--- src/rtl/frame_pkg.sv ---
// Shared types and byte constants for the frame-load sequencer.
package frame_pkg;

  typedef enum logic [1:0] {StIdle, StSync, StLoad, StResp} state_e;

  localparam logic [7:0] HDR0 = 8'h55;
  localparam logic [7:0] HDR1 = 8'hAA;
  localparam logic [7:0] ACK  = 8'h06;
  localparam logic [7:0] NAK  = 8'h15;

endpackage

--- src/rtl/rx_gap_timer.sv ---
// Inter-byte gap timer: counts while run is high, flags expiry at TIMEOUT_CYC-1.
module rx_gap_timer #(
  parameter int unsigned TIMEOUT_CYC = 500000
) (
  input  logic sclk,
  input  logic rst,
  input  logic clr,
  input  logic run,
  output logic expired
);

  localparam int unsigned CntW = (TIMEOUT_CYC > 2) ? $clog2(TIMEOUT_CYC) : 1;
  localparam logic [CntW-1:0] CntMax = CntW'(TIMEOUT_CYC - 1);

  logic [CntW-1:0] cnt_q, cnt_d;

  // A byte arriving in the expiry cycle clears the timer and suppresses expiry.
  assign expired = run && !clr && (cnt_q == CntMax);

  always_comb begin
    cnt_d = cnt_q;
    if (clr) begin
      cnt_d = '0;
    end else if (run && (cnt_q != CntMax)) begin
      cnt_d = cnt_q + 1'b1;
    end
  end

  always_ff @(posedge sclk or posedge rst) begin
    if (rst) begin
      cnt_q <= '0;
    end else begin
      cnt_q <= cnt_d;
    end
  end

endmodule

--- src/rtl/frame_load_ctrl.sv ---
// Frames the UART byte stream into one image, writes it to frame RAM and
// answers with ACK on completion or NAK on an inter-byte timeout.
module frame_load_ctrl
  import frame_pkg::*;
#(
  parameter int unsigned IMG_W       = 100,
  parameter int unsigned IMG_H       = 100,
  parameter int unsigned ADDR_W      = 14,
  parameter int unsigned TIMEOUT_CYC = 500000
) (
  input  logic              sclk,
  input  logic              rst,
  input  logic              rx_flag,
  input  logic [7:0]        rx_data,
  input  logic              tx_busy,
  output logic              wr_en,
  output logic [ADDR_W-1:0] wr_addr,
  output logic [7:0]        wr_data,
  output logic              disp_en,
  output logic              busy,
  output logic              frame_done,
  output logic              err,
  output logic              tx_req,
  output logic [7:0]        tx_data
);

  localparam int unsigned NPix = IMG_W * IMG_H;
  localparam logic [ADDR_W-1:0] LastAddr = ADDR_W'(NPix - 1);

  state_e state_q, state_d;

  logic [ADDR_W-1:0] pix_cnt_q, pix_cnt_d;
  logic              wr_en_q, wr_en_d;
  logic [ADDR_W-1:0] wr_addr_q, wr_addr_d;
  logic [7:0]        wr_data_q, wr_data_d;
  logic              disp_en_q, disp_en_d;
  logic              frame_done_q, frame_done_d;
  logic              err_q, err_d;
  logic              tx_req_q, tx_req_d;
  logic [7:0]        tx_data_q, tx_data_d;

  logic timeout;
  logic last_pix;

  rx_gap_timer #(
    .TIMEOUT_CYC (TIMEOUT_CYC)
  ) u_gap_timer (
    .sclk    (sclk),
    .rst     (rst),
    .clr     (rx_flag),
    .run     ((state_q == StSync) || (state_q == StLoad)),
    .expired (timeout)
  );

  assign last_pix = (pix_cnt_q == LastAddr);

  always_ff @(posedge sclk or posedge rst) begin
    if (rst) begin
      state_q <= StIdle;
    end else begin
      state_q <= state_d;
    end
  end

  always_comb begin
    state_d = state_q;
    unique case (state_q)
      StIdle: if (rx_flag && (rx_data == HDR0)) state_d = StSync;
      StSync: begin
        if (rx_flag) begin
          if (rx_data == HDR1)      state_d = StLoad;
          else if (rx_data != HDR0) state_d = StIdle;
        end else if (timeout) begin
          state_d = StIdle;
        end
      end
      StLoad: begin
        if (rx_flag) begin
          if (last_pix) state_d = StResp;
        end else if (timeout) begin
          state_d = StResp;
        end
      end
      StResp: if (!tx_busy) state_d = StIdle;
      default: state_d = StIdle;
    endcase
  end

  always_comb begin
    pix_cnt_d    = pix_cnt_q;
    wr_en_d      = 1'b0;
    wr_addr_d    = wr_addr_q;
    wr_data_d    = wr_data_q;
    disp_en_d    = disp_en_q;
    frame_done_d = 1'b0;
    err_d        = 1'b0;
    tx_req_d     = 1'b0;
    tx_data_d    = tx_data_q;
    unique case (state_q)
      StSync: begin
        if (rx_flag && (rx_data == HDR1)) begin
          pix_cnt_d = '0;
          disp_en_d = 1'b0;
        end
      end
      StLoad: begin
        if (rx_flag) begin
          wr_en_d   = 1'b1;
          wr_addr_d = pix_cnt_q;
          wr_data_d = rx_data;
          if (last_pix) begin
            frame_done_d = 1'b1;
            disp_en_d    = 1'b1;
            tx_data_d    = ACK;
          end else begin
            pix_cnt_d = pix_cnt_q + 1'b1;
          end
        end else if (timeout) begin
          err_d     = 1'b1;
          tx_data_d = NAK;
        end
      end
      StResp: if (!tx_busy) tx_req_d = 1'b1;
      default: ;
    endcase
  end

  always_ff @(posedge sclk or posedge rst) begin
    if (rst) begin
      pix_cnt_q    <= '0;
      wr_en_q      <= 1'b0;
      wr_addr_q    <= '0;
      wr_data_q    <= '0;
      disp_en_q    <= 1'b0;
      frame_done_q <= 1'b0;
      err_q        <= 1'b0;
      tx_req_q     <= 1'b0;
      tx_data_q    <= '0;
    end else begin
      pix_cnt_q    <= pix_cnt_d;
      wr_en_q      <= wr_en_d;
      wr_addr_q    <= wr_addr_d;
      wr_data_q    <= wr_data_d;
      disp_en_q    <= disp_en_d;
      frame_done_q <= frame_done_d;
      err_q        <= err_d;
      tx_req_q     <= tx_req_d;
      tx_data_q    <= tx_data_d;
    end
  end

  assign busy       = (state_q != StIdle);
  assign wr_en      = wr_en_q;
  assign wr_addr    = wr_addr_q;
  assign wr_data    = wr_data_q;
  assign disp_en    = disp_en_q;
  assign frame_done = frame_done_q;
  assign err        = err_q;
  assign tx_req     = tx_req_q;
  assign tx_data    = tx_data_q;

endmodule

--- config.mk ---
export PLATFORM = sky130hd
export DESIGN_NAME = frame_load_ctrl
export DESIGN_NICKNAME = d
export VERILOG_FILES = /design/src/rtl/frame_pkg.sv /design/src/rtl/rx_gap_timer.sv /design/src/rtl/frame_load_ctrl.sv
export SDC_FILE = /design/constraint.sdc
export NUM_CORES = 1
export LEC_CHECK = 0
export CAP_MARGIN = 10
export CORE_MARGIN = 1.5
export CORE_UTILIZATION = 50
export CTS_CLUSTER_SIZE = 14
export DETAILED_ROUTE_END_ITERATION = 16
export MAX_ROUTING_LAYER = met4
export PLACE_DENSITY = 0.85
export SLEW_MARGIN = 20
export SYNTH_ARGS = -nofsm -noshare
export SYNTH_HDL_FRONTEND = slang
export SYNTH_HIERARCHICAL = 1
export SYNTH_SLANG_ARGS = --single-unit
--- constraint.sdc ---
create_clock -name sclk -period 2.17 [get_ports sclk]
set_input_delay 0.217 -clock sclk [delete_from_list [all_inputs] [get_ports sclk]]
set_output_delay 0.217 -clock sclk [all_outputs]
set_load 0.02 [all_outputs]
Word-level counts from Yosys, hierarchy flattened
Index checks and enable logic that the tools add are counted.
Word-level totals
  register bits: 70
  logic and storage cells: 83
  input port bits: 12
Cells by class
  mux-type cells: 33
  equal/unequal tests: 20
  reductions and logical operators: 17
  $add $sub $neg: 2
Operator list (number)
  two-way mux 14 bit: 3
  two-way mux 19 bit: 2
  one-hot mux 14 bit (2 select lines): 1
  two-way mux 8 bit: 3
  adder 19 x 1 -> 19 bit, second input constant: 1
  == test 19 bit, second input constant: 1
  != test 19 bit, second input constant: 1
  two-way mux 2 bit: 9
  adder 14 x 1 -> 14 bit, second input constant: 1
  == test 14 bit, second input constant: 1
  two-way mux 1 bit: 13
  != test 2 bit, second input constant: 5
  != test 3 bit, second input constant: 3
  == test 8 x 7 -> 1 bit, second input constant: 1
  == test 8 bit, second input constant: 1
  != test 8 x 7 -> 1 bit, second input constant: 1
  one-hot mux 2 bit (4 select lines): 1
  AND reduction 4 bit: 2
  nonzero test 2 bit: 4
  AND reduction 6 bit: 1
  logical AND 1 bit: 5
  == test 2 bit, second input constant: 2
  != test 2 x 1 -> 1 bit, second input constant: 2
  != test 4 x 2 -> 1 bit, second input constant: 1
  other kinds (7): 7

Logic depth before layout (Yosys ltp)
  depth after elaboration: 7
  depth in mapped cells: 9
  depth with buffers taken out: 7

Modules after synthesis
The synthesis kept the hierarchy.
By module, submodules not included
  frame_load_ctrl: sequential area each 1151.1 um^2, cells each 195, area each 2219.6 um^2, instances 1
  rx_gap_timer: sequential area each 475.5 um^2, cells each 115, area each 1056.0 um^2, instances 1

Worst setup path before layout
No wires, ideal clock.
  path kind: register to register
  from: register state_q[0]
  to: register wr_data_q[0] (netlist: wr_data[0])
  period minus slack after synthesis: 1.864 ns
  setup slack: 0.306 ns
  stages on the path, launching flop included: 8
  setup time: 0.125 ns
  arrival: 1.739 ns
  path through: dfrtp_1 inv_1 ha_1 clkbuf_1 nand2_1 inv_1 buf_2 mux2_2
On the way
  word-level cells in the longest chain between the ends: 2
Ends and longest elaborated chain
  from (decl): RTL line frame_load_ctrl.sv:30  | state_e state_q, state_d;
  from (signal assigned): RTL line frame_load_ctrl.sv:59  | state_q <= StIdle;
  from (signal assigned): RTL line frame_load_ctrl.sv:61  | state_q <= state_d;
  == test 2 bit: RTL line frame_load_ctrl.sv:99  | unique case (state_q)
  AND reduction 2 bit (no source line)
  to (signal assigned): RTL line frame_load_ctrl.sv:143  | wr_data_q <= wr_data_d;
  to (decl): RTL line frame_load_ctrl.sv:35  | logic [7:0] wr_data_q, wr_data_d;
Every way passes these cells.
A chain may end at the register's enable or synchronous reset.

==> metrics.md <==
| Metric | Value |
|---|---|
| Status | finished clean |
| Max Fclk | 485 MHz |
| Drt initial violations | 130 |
| Worst EP required | roughly 2.4 ns |
| Die Span Y | between 80 and 90 um |
| Post-Place Setup Slack | roughly 0.046 ns |
| Worst Path Max Fanout | 6 |
| Via density | 5.74 |
| Number of flops mapped to enable cells by yosys | 0 |
| Clk_skew | between 0.01 and 0.015 ns |
| Sink Count | 65 |
| Max-slew violations | 0 |
| Worst EP arrival | 2.30 ns |
| First-pass GRT wire length | approximately 12000 um |
| Synth Register Bits | 65 |
| Sequential area share after synthesis | 0.497 |
| HP Class | in -> async |
| Starting Density | 0.516 |
| Cell Rows | 29 |
| Pre-antenna DRT Iters | 4 |
| Max VDD drop | about 0.85 mV |
| Core area | 6350 um^2 |
| Diodes inserted | 0 |
| R2R cell count | 7 |
| Layout area overhead | 23.5% |
| Post-Syn Area | approximately 3300 um^2 |
| Remaining global-route overflow | 0 |
| Register-to-register setup slack | between 0.1 and 0.15 ns |
| Vias in the first global route | ~2700 |
| Post-route minimum period | 2.06 ns |
| Crit path kind | reg -> reg |
| Vias | ~2500 |
| Max_cap viols | 0 |
| Fin. Hold Viols | 0 |
| Crit path launch type | register |
| # H-tree levels | 3 |
| Antenna-violating nets left | 0 |
| Asr flop ratio synth | 1.00 |
| CTS Hold Bufs | 0 |
| Final Wtd Congestion | around 0.9 |
| Reg clk slew, reported paths | around 0.080 ns |
| GRT Util Overall | 0.217 |
| Clock Root Buffer | clkbuf_8 |
| Setup ws final | 0.106 ns |
| CTS Buf Count | 9 |
| Power per cell area | a little under 900 nW/um^2 |
| Hold slack final | about 0.23 ns |
| Final Net Count | about 380 |
| Tcrit/Tclk final | 0.951 |
| Synth Instances | slightly above 300 |
| Routed WL per cell | ~16 um |
| Critical R2R Launch | u_gap_timer/cnt_q[7]$_DFFE_PP0P_ |
| Synth Warn # | 6 |
| DRC | 0 |
| Setup violators final | 0 |
| Largest net degree at the start of global routing | 26 |
| Library cells used by synthesis | between 40 and 50 |
| Crit. End Element | register |
| Max clock buf depth | 2 |
| CTS tree | yes |
| Die Width | approximately 84 um |
| Post-synth top flop | dfrtp_1 |
| Worst skew pair latency | 0.34 ns |
| Syn_area_per_cell | approximately 11 um^2 |
| Port Buf Inserts | 43 |
| Slew margin rel. | 0.536 |
| Ratio of cells with drive above 1 in the final layout | 0.170 |
| Pleak | roughly 0.0018 uW |
| # IOs | 48 |
| Post-DP HPWL | about 4800 um |
| Die area | about 7000 um^2 |
| Slew @ Worst Pin | just under 0.7 ns |
| Initial antenna violation count | 0 |
| Routed wire length | around 7000 um |
## repair_timing
item,4_1_cts,5_1_grt
endpoints found under the setup margin,0,6
resized for setup,0,6
setup buffers,0,0
## where the power goes
| group | internal [uW] | switching (uW) |
|---|---|---|
| clock | 651 | 485 |
| sequential | 1380 | 123 |
| combinational | 443 | 466 |
## cells in the final DEF, fill, tap and decap left out, types with 2 or more instances in the layout
| cell type | netlist | routed |
|---|---|---|
| a211oi_1 | 2 | 2 |
| a21oi_1 | 11 | 11 |
| and2_1 | 2 | 2 |
| and3_1 | 5 | 5 |
| and4_1 | 3 | 2 |
| buf_4 | 6 | 8 |
| bufinv_16 | 0 | 2 |
| clkbuf_8 | 0 | 9 |
| clkdlybuf4s50_1 | 0 | 43 |
| clkinv_4 | 0 | 2 |
| clkinvlp_4 | 0 | 2 |
| conb_1 | 1 | 4 |
| dfrtp_1 | 65 | 65 |
| ha_1 | 7 | 4 |
| ha_2 | 0 | 3 |
| inv_1 | 11 | 10 |
| mux2_2 | 21 | 21 |
| mux2i_1 | 2 | 2 |
| nand2_1 | 27 | 27 |
| nand3_1 | 16 | 16 |
| nand3_2 | 2 | 2 |
| nand3b_1 | 2 | 2 |
| nand4_1 | 12 | 12 |
| nand4bb_4 | 2 | 2 |
| nor2_1 | 32 | 32 |
| nor2b_1 | 2 | 2 |
| nor3_1 | 3 | 3 |
| nor4_1 | 6 | 6 |
| nor4b_1 | 2 | 2 |
| o21ai_0 | 11 | 11 |
| or3_1 | 6 | 6 |
| xnor2_1 | 7 | 7 |
| xor2_1 | 15 | 15 |
## critical path: stages (launching register included)
cell,delay [ns]
dfrtp_1,0.45
nor4b_1,0.38
and3_2,0.28
nand2_1,0.11
nor3b_2,0.27
o31a_1,0.19
nand4_1,0.13
mux2i_1,0.14
## Yosys cell counts (4+ instances only)
master    instances  area share
inv_1            11       0.013
dfrtp_1          65        0.50
xor2_1           15       0.040
clkbuf_1          4      0.0046
o21ai_0          11       0.017
mux2_2           21       0.072
a21oi_1          11       0.017
buf_4             6       0.014
ha_1              7       0.027
and3_1            5      0.0095
nand4_1          12       0.023
nand2_1          27       0.031
xnor2_1           7       0.019
buf_2             6      0.0092
nor4_1            6       0.011
or3_1             6       0.011
nor2_1           32       0.037
nand3_1          16       0.024
## registers in the layout, indices dropped and copies added (netlist names), 3 cells and up, named ones only
signal,cells
pix_cnt_q,14
tx_data,3
wr_addr,14
u_gap_timer/cnt_q,19
wr_data,8
## final cells by class
type / instances / area [um^2]
clock buffer: 10 / 128
inverter: 11 / 41.3
fill: 467 / 2300
timing repair buffer: 52 / 510
tap: 77 / 96.3
sequential: 65 / 1630
multi-input combinational: 221 / 1550
clock inverter: 6 / 92.6
## routing by layer
layer | global-route usage | wire length (um)
met1 | 0.258 | 2900
met3 | 0.0623 | 341
met4 | 0.0700 | 135
met2 | 0.359 | 3600
met5 | - | 0
## logic make-up after synthesis
| family | count (synthesis) | synth area share |
|---|---|---|
| buffers and inverters | 27 | 0.0401 |
| other | 1 | 0.00114 |
| AND/OR/NAND/NOR | 132 | 0.230 |
| flip-flops | 65 | 0.497 |
| adder cells (fa/ha/maj) | 7 | 0.0267 |
| multiplexers | 23 | 0.0783 |
| XOR/XNOR | 22 | 0.0588 |
| AO/OA/AOI/OAI | 33 | 0.0684 |
## metrics by stage
stage	instance area (um^2)	power [uW]	std cells	setup TNS, ns	utilization
4_1_cts	4020	3570	442	0	0.634
5_1_grt	4050	3710	442	-0.0217	0.637
3_5_place_dp	3800	2410	426	0	0.599
6_report	4050	3550	442	0	0.637
2_1_floorplan	3290	2020	313	0	-
3_3_place_gp	3800	2380	426	0	0.599
## worst max-delay path by stage
stage / startpoint / to / slack [ns] / depth (start not counted)
6_report: u_gap_timer/cnt_q[7]$_DFFE_PP0P_ / register / 0.11 / 7
3_5_place_dp: u_gap_timer/cnt_q[14]$_DFFE_PP0P_ / register / 0.05 / 7
5_1_grt: u_gap_timer/cnt_q[7]$_DFFE_PP0P_ / register / -0.02 / 7
3_3_place_gp: u_gap_timer/cnt_q[14]$_DFFE_PP0P_ / register / 0.09 / 7
4_1_cts: u_gap_timer/cnt_q[14]$_DFFE_PP0P_ / register / 0.03 / 7
2_1_floorplan: state_q[0]$_DFFE_PP0P_ / wr_data[0]$_DFFE_PP0P_ / 0.31 / 7
(Power assumes the default switching activity.)
